--- config.mk ---
export PLATFORM = sky130hd
export DESIGN_NAME = decoder
export DESIGN_NICKNAME = d
export VERILOG_FILES = /design/src/rtl/decoder_pkg.sv /design/src/rtl/decoder_bin2onehot.sv /design/src/rtl/decoder.sv
export SDC_FILE = /design/constraint.sdc
export NUM_CORES = 1
export LEC_CHECK = 0
export ABC_AREA = 1
export BUFFER_PORTS_ARGS = -buffer_cell sky130_fd_sc_hd__buf_2
export CAP_MARGIN = 20
export CORE_AREA = 2 2 39 41
export DETAILED_ROUTE_END_ITERATION = 6
export DIE_AREA = 0 0 41 43
export SYNTH_ARGS = -nofsm -noshare
export SYNTH_HDL_FRONTEND = slang
export SYNTH_SLANG_ARGS = --single-unit
--- constraint.sdc ---
create_clock -name clk -period 0.8 [get_ports clk]
set_input_delay 0.04 -clock clk [delete_from_list [all_inputs] [get_ports clk]]
set_output_delay 0.04 -clock clk [all_outputs]
set_load 0.01 [all_outputs]
--- src/rtl/decoder_pkg.sv ---
// Shared definitions for the binary-to-one-hot decoder.
//   KEY_W_DEF : default key width (2-to-4 decoder)
//   OUT_W_DEF : output width derived from the default key width
//   onehot()  : maps a key (up to KEY_W_MAX bits) to a one-hot word
package decoder_pkg;

  localparam int unsigned KEY_W_DEF = 2;
  localparam int unsigned OUT_W_DEF = 1 << KEY_W_DEF;

  // Widest supported key; onehot() works at this width and callers slice.
  localparam int unsigned KEY_W_MAX = 6;
  localparam int unsigned OUT_W_MAX = 1 << KEY_W_MAX;

  // Per-bit compare rather than a shift, so each output bit is an
  // independent equality term.
  function automatic logic [OUT_W_MAX-1:0] onehot(input logic [KEY_W_MAX-1:0] key);
    logic [OUT_W_MAX-1:0] res;
    res = '0;
    for (int unsigned i = 0; i < OUT_W_MAX; i++) begin
      res[i] = (key == KEY_W_MAX'(i));
    end
    return res;
  endfunction

endpackage : decoder_pkg

--- src/rtl/decoder_bin2onehot.sv ---
// Combinational binary-to-one-hot conversion with an enable gate.
//   key_i    : binary select code, KEY_W bits (1..6)
//   en_i     : enable; when low the output is forced to zero
//   onehot_o : 2**KEY_W-bit one-hot word (all zero when disabled)
module bin2onehot
  import decoder_pkg::*;
#(
  parameter int unsigned KEY_W = KEY_W_DEF
) (
  input  logic [KEY_W-1:0]         key_i,
  input  logic                     en_i,
  output logic [(1 << KEY_W)-1:0]  onehot_o
);

  localparam int unsigned OUT_W = 1 << KEY_W;

  logic [OUT_W_MAX-1:0] full_c;

  assign full_c = onehot(KEY_W_MAX'(key_i));

  // Explicit enable gate: an unknown key while disabled never reaches the output.
  assign onehot_o = en_i ? full_c[OUT_W-1:0] : '0;

  // Upper bits of the max-width decode are not needed for narrow keys.
  if (OUT_W < OUT_W_MAX) begin : g_unused_hi
    logic unused_hi;
    assign unused_hi = ^full_c[OUT_W_MAX-1:OUT_W];
  end

endmodule : bin2onehot

--- src/rtl/decoder.sv ---
// Registered binary-to-one-hot decoder with enable and optional one-cold output.
//   clk : system clock, rising edge
//   rst : synchronous active-high reset (priority over En/key)
//   key : binary select code, KEY_W bits (1..6)
//   En  : decode enable, active high
//   opt : registered one-hot decode (inverted when ACTIVE_LOW=1)
//   vld : registered copy of En; never inverted
module decoder
  import decoder_pkg::*;
#(
  parameter int unsigned KEY_W      = KEY_W_DEF,
  parameter bit          ACTIVE_LOW = 1'b0
) (
  input  logic                     clk,
  input  logic                     rst,
  input  logic [KEY_W-1:0]         key,
  input  logic                     En,
  output logic [(1 << KEY_W)-1:0]  opt,
  output logic                     vld
);

  localparam int unsigned OUT_W = 1 << KEY_W;

  // Pattern presented when no line is selected (all 0s, or all 1s for one-cold).
  localparam logic [OUT_W-1:0] IDLE_PAT = {OUT_W{ACTIVE_LOW}};

  logic [OUT_W-1:0] dec_c;
  logic [OUT_W-1:0] opt_d, opt_q;
  logic             vld_d, vld_q;

  bin2onehot #(
    .KEY_W    (KEY_W)
  ) u_bin2onehot (
    .key_i    (key),
    .en_i     (En),
    .onehot_o (dec_c)
  );

  // Next-state: polarity applied before the register so the output is glitch-free.
  always_comb begin
    opt_d = dec_c ^ IDLE_PAT;
    vld_d = En;
  end

  // Output register with synchronous reset.
  always_ff @(posedge clk) begin
    if (rst) begin
      opt_q <= IDLE_PAT;
      vld_q <= 1'b0;
    end else begin
      opt_q <= opt_d;
      vld_q <= vld_d;
    end
  end

  assign opt = opt_q;
  assign vld = vld_q;

endmodule : decoder

==> results of run 1 <==
## cells in the mapped netlist
library cell | instances | share of area
dfxtp_1 | 5 | 0.66
nand2_1 | 4 | 0.099
nor2_1 | 4 | 0.099
inv_1 | 3 | 0.074
inv_2 | 1 | 0.025
nand2_2 | 1 | 0.041
## registers in the layout, summed over array words and instances (netlist names)
register  count
opt           4
vld           1
## cells by family after synthesis
kind of cell | after synthesis
buf+inv | 4
flops | 5
simple gates | 9
## layout make-up
cell class | count | area share
clock buffer | 4 | 0.1082
inverter | 4 | 0.06186
multi-input combinational | 9 | 0.1495
sequential | 5 | 0.4124
tap | 16 | 0.08247
timing repair buffer | 9 | 0.1856
## stage by stage
step                      instance area (um2)  hold slack [ps]  total power [mW]
after floorplan                         151.4            159.2            0.2836
after global placement                  216.5            286.2            0.3041
after detailed placement                216.5            289.4            0.3051
after CTS                               242.7            34.15            0.6000
after global routing                    242.7            54.46            0.6155
final                                   242.7            43.53            0.5814
## metal layers
metal	vias up	share of wire
met1	49	0.33
met3	0	0.17
met5	-	0
met2	7	0.49
met4	0	0
li1	75	-
## worst min-delay path by stage
stage                 from      to  slack [ps]  cells past startpoint
floorplan           key[0]  opt[3]         160                      2
global placement        En     vld         290                      3
detailed placement  key[1]  opt[2]         290                      3
CTS                 key[1]  opt[2]          30                      3
global route        key[0]  opt[1]          50                      3
finish                  En     vld          40                      3
## worst min-delay path, stage by stage
cell and delay [ps]:
buf_2 80, nand2_2 70, inv_1 50
## power by group through the flow
stage | combinational, mW | sequential [mW] | clock [mW]
after floorplan | 0.0148 | 0.269 | 0
after global placement | 0.0403 | 0.264 | 0
after detailed placement | 0.0412 | 0.264 | 0
after CTS | 0.0414 | 0.259 | 0.299
after global routing | 0.0467 | 0.260 | 0.309
final | 0.0404 | 0.260 | 0.281
==> results.json, run 1 <==
{
  "clockBufferDepth": 2,
  "ys.warnings.count": 0,
  "drtIter0Drc": 0,
  "antenna_found_initial": 0,
  "via_per_inst": 2.787,
  "finalCritPeriodShare": 0.8660,
  "multiInputGateArea_um2": 36.28,
  "post_cts_buffers": 0,
  "hold_class": "input port to flip-flop",
  "power_frac_seq": 0.446,
  "initial_core_util": 0.1094,
  "worstPathRequired_ps": 760,
  "outcome": "finished clean",
  "worst-path-buf-inv": 1,
  "synthAdderAreaFrac": 0,
  "hold_buffers": 0,
  "drv_slew": 0,
  "final.min_clock_period_ps": 692.8,
  "synth-seq-cells": 5,
  "cp-startpoint": "opt[3]",
  "syn-num-nets": 23,
  "rows": 14,
  "synth.area.mux_share": 0,
  "dieArea_mm2": 0.001763,
  "gp_congestion": 0.6030,
  "core_mm2": 0.001384,
  "fp.dieH_um": 43,
  "worstSetupEndpointType": "output pin",
  "setup_violations": 0,
  "cts_buffers": 3,
  "ys_seq_area_frac": 0.6612,
  "cellPowerDensity_mw_per_mm2": 2395,
  "ios": 10,
  "path_depth": 1,
  "netSwitchingFraction": 0.2015,
  "drtAntennaViolNets": 0,
  "power_frac_clock": 0.484,
  "dp_slack_ps": 352.9,
  "fillers": 166,
  "endpoint": "opt[3]",
  "peakVddDrop_v": 0.0002655,
  "synth_top_family_by_area": "simple AND/OR/NAND/NOR gates",
  "n_antenna_cell": 0,
  "synth_xor_area_frac": 0,
  "syn_area_um2": 151.4,
  "switchingPower_mw": 0.1172,
  "root_buffer": "clkbuf_4",
  "dp_cells": 43,
  "cpLargestDelayFamily": "flip-flops",
  "fin_setup_tns_ps": 0,
  "cts_repair_resize_count": 0,
  "final_common_cell": "buf_2",
  "met1_usage": 0.01923,
  "use_met2": 0.04688,
  "internal-power_mw": 0.4643,
  "die_w_um": 41,
  "startpoint_type": "flip-flop",
  "cts_num_sinks": 5,
  "cts_tree": "done",
  "drive_above_1_share": 0.4516,
  "nets": 37,
  "tightest_slew_ps": 96.19,
  "synth_simple_gate_area_share": 0.2397,
  "wl_um": 267,
  "synth_compound_area_frac": 0,
  "grt-ovfl-total": 0,
  "register_area_um2": 100.1,
  "io_buffers": 9,
  "drtPass1Iterations": 1,
  "relSlewSlack": 0.9356,
  "final_cells": 47,
  "top_usage_layer": "met4",
  "comb_power_share": 0.069,
  "synth.avg_cell_area_um2": 8.411,
  "fmaxAchievable_ghz": 1.443,
  "grt_max_degree": 6,
  "cpPeakStageDelay_ps": 300,
  "crit_slowest_cell": "dfxtp_1",
  "path_cells": "buf_2",
  "yosys.cell_types.count": 6,
  "drc": 0,
  "htreeDepth": 1,
  "worstSetupPathType": "flip-flop to output pin",
  "synthesis.instances": 18,
  "track_usage": 0.03811,
  "grt_pass1_vias": 125,
  "cap_viol_max_count": 0,
  "p_leak_nw": 0.1378,
  "rsz0062_at_grt": "false",
  "setup_slack_ps": 107.2,
  "dp.final_hpwl_um": 218.7,
  "cp.arrival_ps": 650,
  "worstPathMaxFanout": 1,
  "dr_total_vias": 131,
  "area_delta_synth_final_pct": 60.33,
  "finalHoldViolCount": 0,
  "path_clk_slew_ps": 40,
  "final_core_util": 0.1754,
  "most-common-layout-cells": "buf_2, dfxtp_1, nand2_1, nor2_1",
  "wire_per_inst_um": 5.681,
  "use_met3": 0.01047,
  "grt_pass1_wl_um": 358
}
(Power assumes the default switching activity.)
==> inputs of run 2 (changes only) <==
Settings changed: ABC_AREA 1 to unset.
==> run 2 against run 1 <==
  * Power up 0.53%
  * Combinational power up 3%
  * Sequential cell count unchanged
  * Largest cell class unchanged
  * Synthesized cell count down 44%
  * Critical endpoint is now opt[2]
  * Cell count down 15%
==> results.json, run 2 <==
{
  "wire_per_inst_um": 8.150,
  "final.min_clock_period_ps": 704.7,
  "synth_edf_count": 0,
  "highest_layer": "met4",
  "worst-path-buf-inv": 1,
  "syn_area_um2": 151.4,
  "final_cells": 40,
  "power_mw": 0.5845,
  "tightest_slew_ps": 247.8,
  "cpLargestDelayFamily": "flip-flops",
  "finalCritPeriodShare": 0.8808,
  "clockBufferDepth": 2,
  "cts_buffers": 3,
  "worstPathRequired_ps": 760,
  "setup_slack_ps": 95.34,
  "grt_max_degree": 6,
  "dr_total_vias": 123,
  "dieArea_mm2": 0.001763,
  "drc": 0,
  "place_area_um2": 216.5,
  "fmaxAchievable_ghz": 1.419,
  "n_antenna_cell": 0,
  "grt-ovfl-total": 0,
  "worstSetupPathType": "flip-flop to output pin",
  "syn-num-nets": 15,
  "wl_um": 326,
  "outcome": "finished clean",
  "track_usage": 0.05427,
  "yosysMostFrequentCell": "dfxtp_1",
  "crit_slowest_cell": "dfxtp_1",
  "netlist_top_cells_area": "dfxtp_1, and4bb_2, and4b_2",
  "drtAntennaViolNets": 0,
  "register_area_um2": 100.1,
  "routed-wl-met2_um": 77,
  "initial_core_util": 0.1094,
  "finalHoldViolCount": 0,
  "hold_buffers": 1,
  "hold-worst-slack_ps": 6.368,
  "cap_viol_max_count": 0,
  "worstSetupEndpointType": "output pin",
  "ys.flop_type": "dfxtp_1",
  "met3_length_um": 68,
  "fin_setup_tns_ps": 0,
  "hold_class": "input port to flip-flop",
  "drtPass1Iterations": 1,
  "dp_cells": 35,
  "cts_repair_resize_count": 0,
  "path_clk_slew_ps": 40,
  "rows": 14,
  "post_cts_buffers": 0,
  "startpoint_type": "flip-flop",
  "synth_common_cells": "dfxtp_1, and4bb_2, and4b_2, nor2b_1, nor4b_1",
  "final_common_cell": "buf_2",
  "ios": 10,
  "peakVddDrop_v": 0.0005895,
  "path_cells": "buf_2",
  "synth.avg_cell_area_um2": 15.14,
  "yosys.cell_types.count": 5,
  "relSlewSlack": 0.8325,
  "drtIter0Drc": 0,
  "setup_violations": 0,
  "synth_top_cell_by_area": "dfxtp_1",
  "rsz0062_at_grt": "false",
  "most-common-layout-cells": "buf_2, dfxtp_1, clkbuf_4, and4bb_2",
  "fp.dieH_um": 43,
  "htreeDepth": 1,
  "io_buffers": 9,
  "p_leak_nw": 0.1184,
  "cp.arrival_ps": 660,
  "ys.warnings.count": 0,
  "async_reset_ff_frac": 0,
  "synthesis.instances": 10,
  "synth-seq-cells": 5,
  "dp_slack_ps": 243.8,
  "final_area_um2": 252.7,
  "die_w_um": 41,
  "multiInputGateArea_um2": 51.30,
  "largest_reg_flops": 4,
  "worstPathMaxFanout": 1,
  "cts_num_sinks": 5,
  "root_buffer": "clkbuf_4",
  "grt_pass1_wl_um": 489,
  "core_mm2": 0.001384,
  "final_core_util": 0.1826,
  "grt_pass1_vias": 125,
  "area_delta_synth_final_pct": 66.94,
  "cts_tree": "done",
  "wl_met1_um": 175,
  "cellPowerDensity_mw_per_mm2": 2313,
  "synth_top_area_frac": 0.6612,
  "ys_seq_area_frac": 0.6612,
  "fillers": 159,
  "cpPeakStageDelay_ps": 310,
  "gp_congestion": 0.5661,
  "nets": 30,
  "via_per_inst": 3.075,
  "drive_above_1_share": 0.6250,
  "antenna_found_initial": 0,
  "drv_slew": 0
}
-- run 2: kinds of logic (layout without fill, tap and decap cells) --
group | count (synthesis) | after routing | synth area share
simple gates | 5 | 5 | 0.3388
flops | 5 | 5 | 0.6612
buf+inv | 0 | 14 | 0
-- run 2: power breakdown --
| part | switching (mW) | total (mW) | internal (mW) |
|---|---|---|---|
| Combinational | 0.0181 | 0.0417 | 0.0235 |
| Clock | 0.0945 | 0.283 | 0.188 |
| Sequential | 0.00198 | 0.260 | 0.258 |
-- run 2: worst paths after layout --
| path | from | end | slack, ps | cells after the start |
|---|---|---|---|---|
| min | key[0] | opt[0] | 6 | 2 |
| max | opt[2] | opt[2] | 100 | 1 |
-- run 2: final cells by class --
class                      instances  share of cell area
timing repair buffer              10              0.2178
clock buffer                       4              0.1040
tap                               16             0.07921
multi-input combinational          5              0.2030
sequential                         5              0.3960
-- run 2: layer usage --
layer / global-route usage / vias to the layer above
met4: 0.06000 / 0
met3: 0.07853 / 2
met5: 0 / -
met2: 0.04063 / 10
li1: - / 65
met1: 0.05484 / 46
==> inputs of run 3 (changes only) <==
Settings changed: PLACE_DENSITY set to 0.37.
==> run 3 against run 2 <==
  * Non-clock buffer count unchanged
  * Sequential cell count unchanged
  * Wire length up 0.61%
  * Clock-buffer cell count unchanged
  * First-iteration DRC count up 4
  * Critical endpoint is now opt[0]
==> results.json, run 3 (synthesized netlist as in run 2, its figures left out) <==
{
  "outcome": "finished clean",
  "antenna_found_initial": 0,
  "p_leak_nw": 0.1184,
  "initial_core_util": 0.1094,
  "ios": 10,
  "cellPowerDensity_mw_per_mm2": 2324,
  "fmaxAchievable_ghz": 1.444,
  "power_mw": 0.5874,
  "worstPathMaxFanout": 1,
  "final.min_clock_period_ps": 692.4,
  "drive_above_1_share": 0.6250,
  "path_clk_slew_ps": 40,
  "path_cells": "buf_2",
  "peakVddDrop_v": 0.0002635,
  "die_w_um": 41,
  "dieArea_mm2": 0.001763,
  "gp_congestion": 0.5209,
  "cp.arrival_ps": 650,
  "netSwitchingFraction": 0.1999,
  "final_common_cell": "buf_2",
  "track_usage": 0.04910,
  "drtIter0Drc": 4,
  "setup_violations": 0,
  "drv_slew": 0,
  "fp.dieH_um": 43,
  "via_per_inst": 3.425,
  "grt_pass1_wl_um": 476,
  "cts_num_sinks": 5,
  "clockBufferDepth": 2,
  "relSlewSlack": 0.8483,
  "grt-ovfl-total": 0,
  "crit_slowest_cell": "dfxtp_1",
  "core_mm2": 0.001384,
  "wl_um": 328,
  "fillers": 157,
  "rsz0062_at_grt": "false",
  "cpLargestDelayFamily": "flip-flops",
  "area_delta_synth_final_pct": 66.94,
  "fin_setup_tns_ps": 0,
  "cts_tree": "done",
  "power_frac_seq": 0.442,
  "final_core_util": 0.1826,
  "grt_max_degree": 6,
  "comb_power_share": 0.072,
  "worstSetupEndpointType": "output pin",
  "htreeDepth": 1,
  "cap_viol_max_count": 0,
  "switchingPower_mw": 0.1174,
  "grt_pass1_vias": 128,
  "wire_per_inst_um": 8.200,
  "n_antenna_cell": 0,
  "finalCritPeriodShare": 0.8655,
  "cts_buffers": 3,
  "dr_total_vias": 137,
  "most-common-layout-cells": "buf_2, dfxtp_1, clkbuf_4, and4bb_2",
  "drtAntennaViolNets": 0,
  "nets": 30,
  "rows": 14,
  "startpoint_type": "flip-flop",
  "worstSetupPathType": "flip-flop to output pin",
  "tightest_slew_ps": 224.3,
  "internal-power_mw": 0.4700,
  "drtPass1Iterations": 3,
  "post_cts_buffers": 0,
  "cpPeakStageDelay_ps": 300,
  "finalHoldViolCount": 0,
  "drc": 0,
  "worstPathRequired_ps": 760,
  "root_buffer": "clkbuf_4",
  "io_buffers": 9,
  "power_frac_clock": 0.486,
  "largest_reg_flops": 4,
  "worst-path-buf-inv": 1,
  "hold_class": "input port to flip-flop"
}
[run 3: cell counts in the layout (fill, tap and decap cells not counted)]
No cell type changed its count.
[run 3: metal layers]
metal  track usage  part of all wire  up-vias
li1              -                 -       66
met1       0.02875              0.34       61
met2       0.06875              0.51       10
met3       0.01571              0.15        0
met4        0.1000                 0        0
met5             0                 0        -
[run 3: worst paths after layout]
kind              endpoint  startpoint  cells after the start
hold / removal      opt[0]      key[0]                      2
setup / recovery    opt[0]      opt[0]                      1
[run 3: cell type report]
class / instances / area, um2 / share of cell area
multi-input cells: 5 / 51.30 / 0.2030
flip-flops and latches: 5 / 100.1 / 0.3960
well taps: 16 / 20.02 / 0.07921
repair buffers: 10 / 55.05 / 0.2178
clock buffers: 4 / 26.28 / 0.1040
[run 3: stage by stage]
step,instances,hold WS (ps),area [um2],worst slack (ps)
CTS,40,-11.06,252.7,87.91
global placement,35,247.7,216.5,278.4
floorplan,10,111.6,151.4,428.0
finish,40,8.992,252.7,107.6
detailed placement,35,247.4,216.5,267.7
global route,40,8.155,252.7,42.33
[run 3: power groups by stage]
stage	clock, mW	sequential (mW)	combinational (mW)
2_1_floorplan	0	0.269	0.00941
3_3_place_gp	0	0.264	0.0383
3_5_place_dp	0	0.264	0.0384
4_1_cts	0.306	0.260	0.0425
5_1_grt	0.323	0.260	0.0478
6_report	0.285	0.260	0.0425
[run 3: what timing repair did]
item | 4_1_cts | 5_1_grt
hold buffers | 1 | 0
gates resized for setup | 0 | 0
endpoints found under the hold margin | 2 | 0
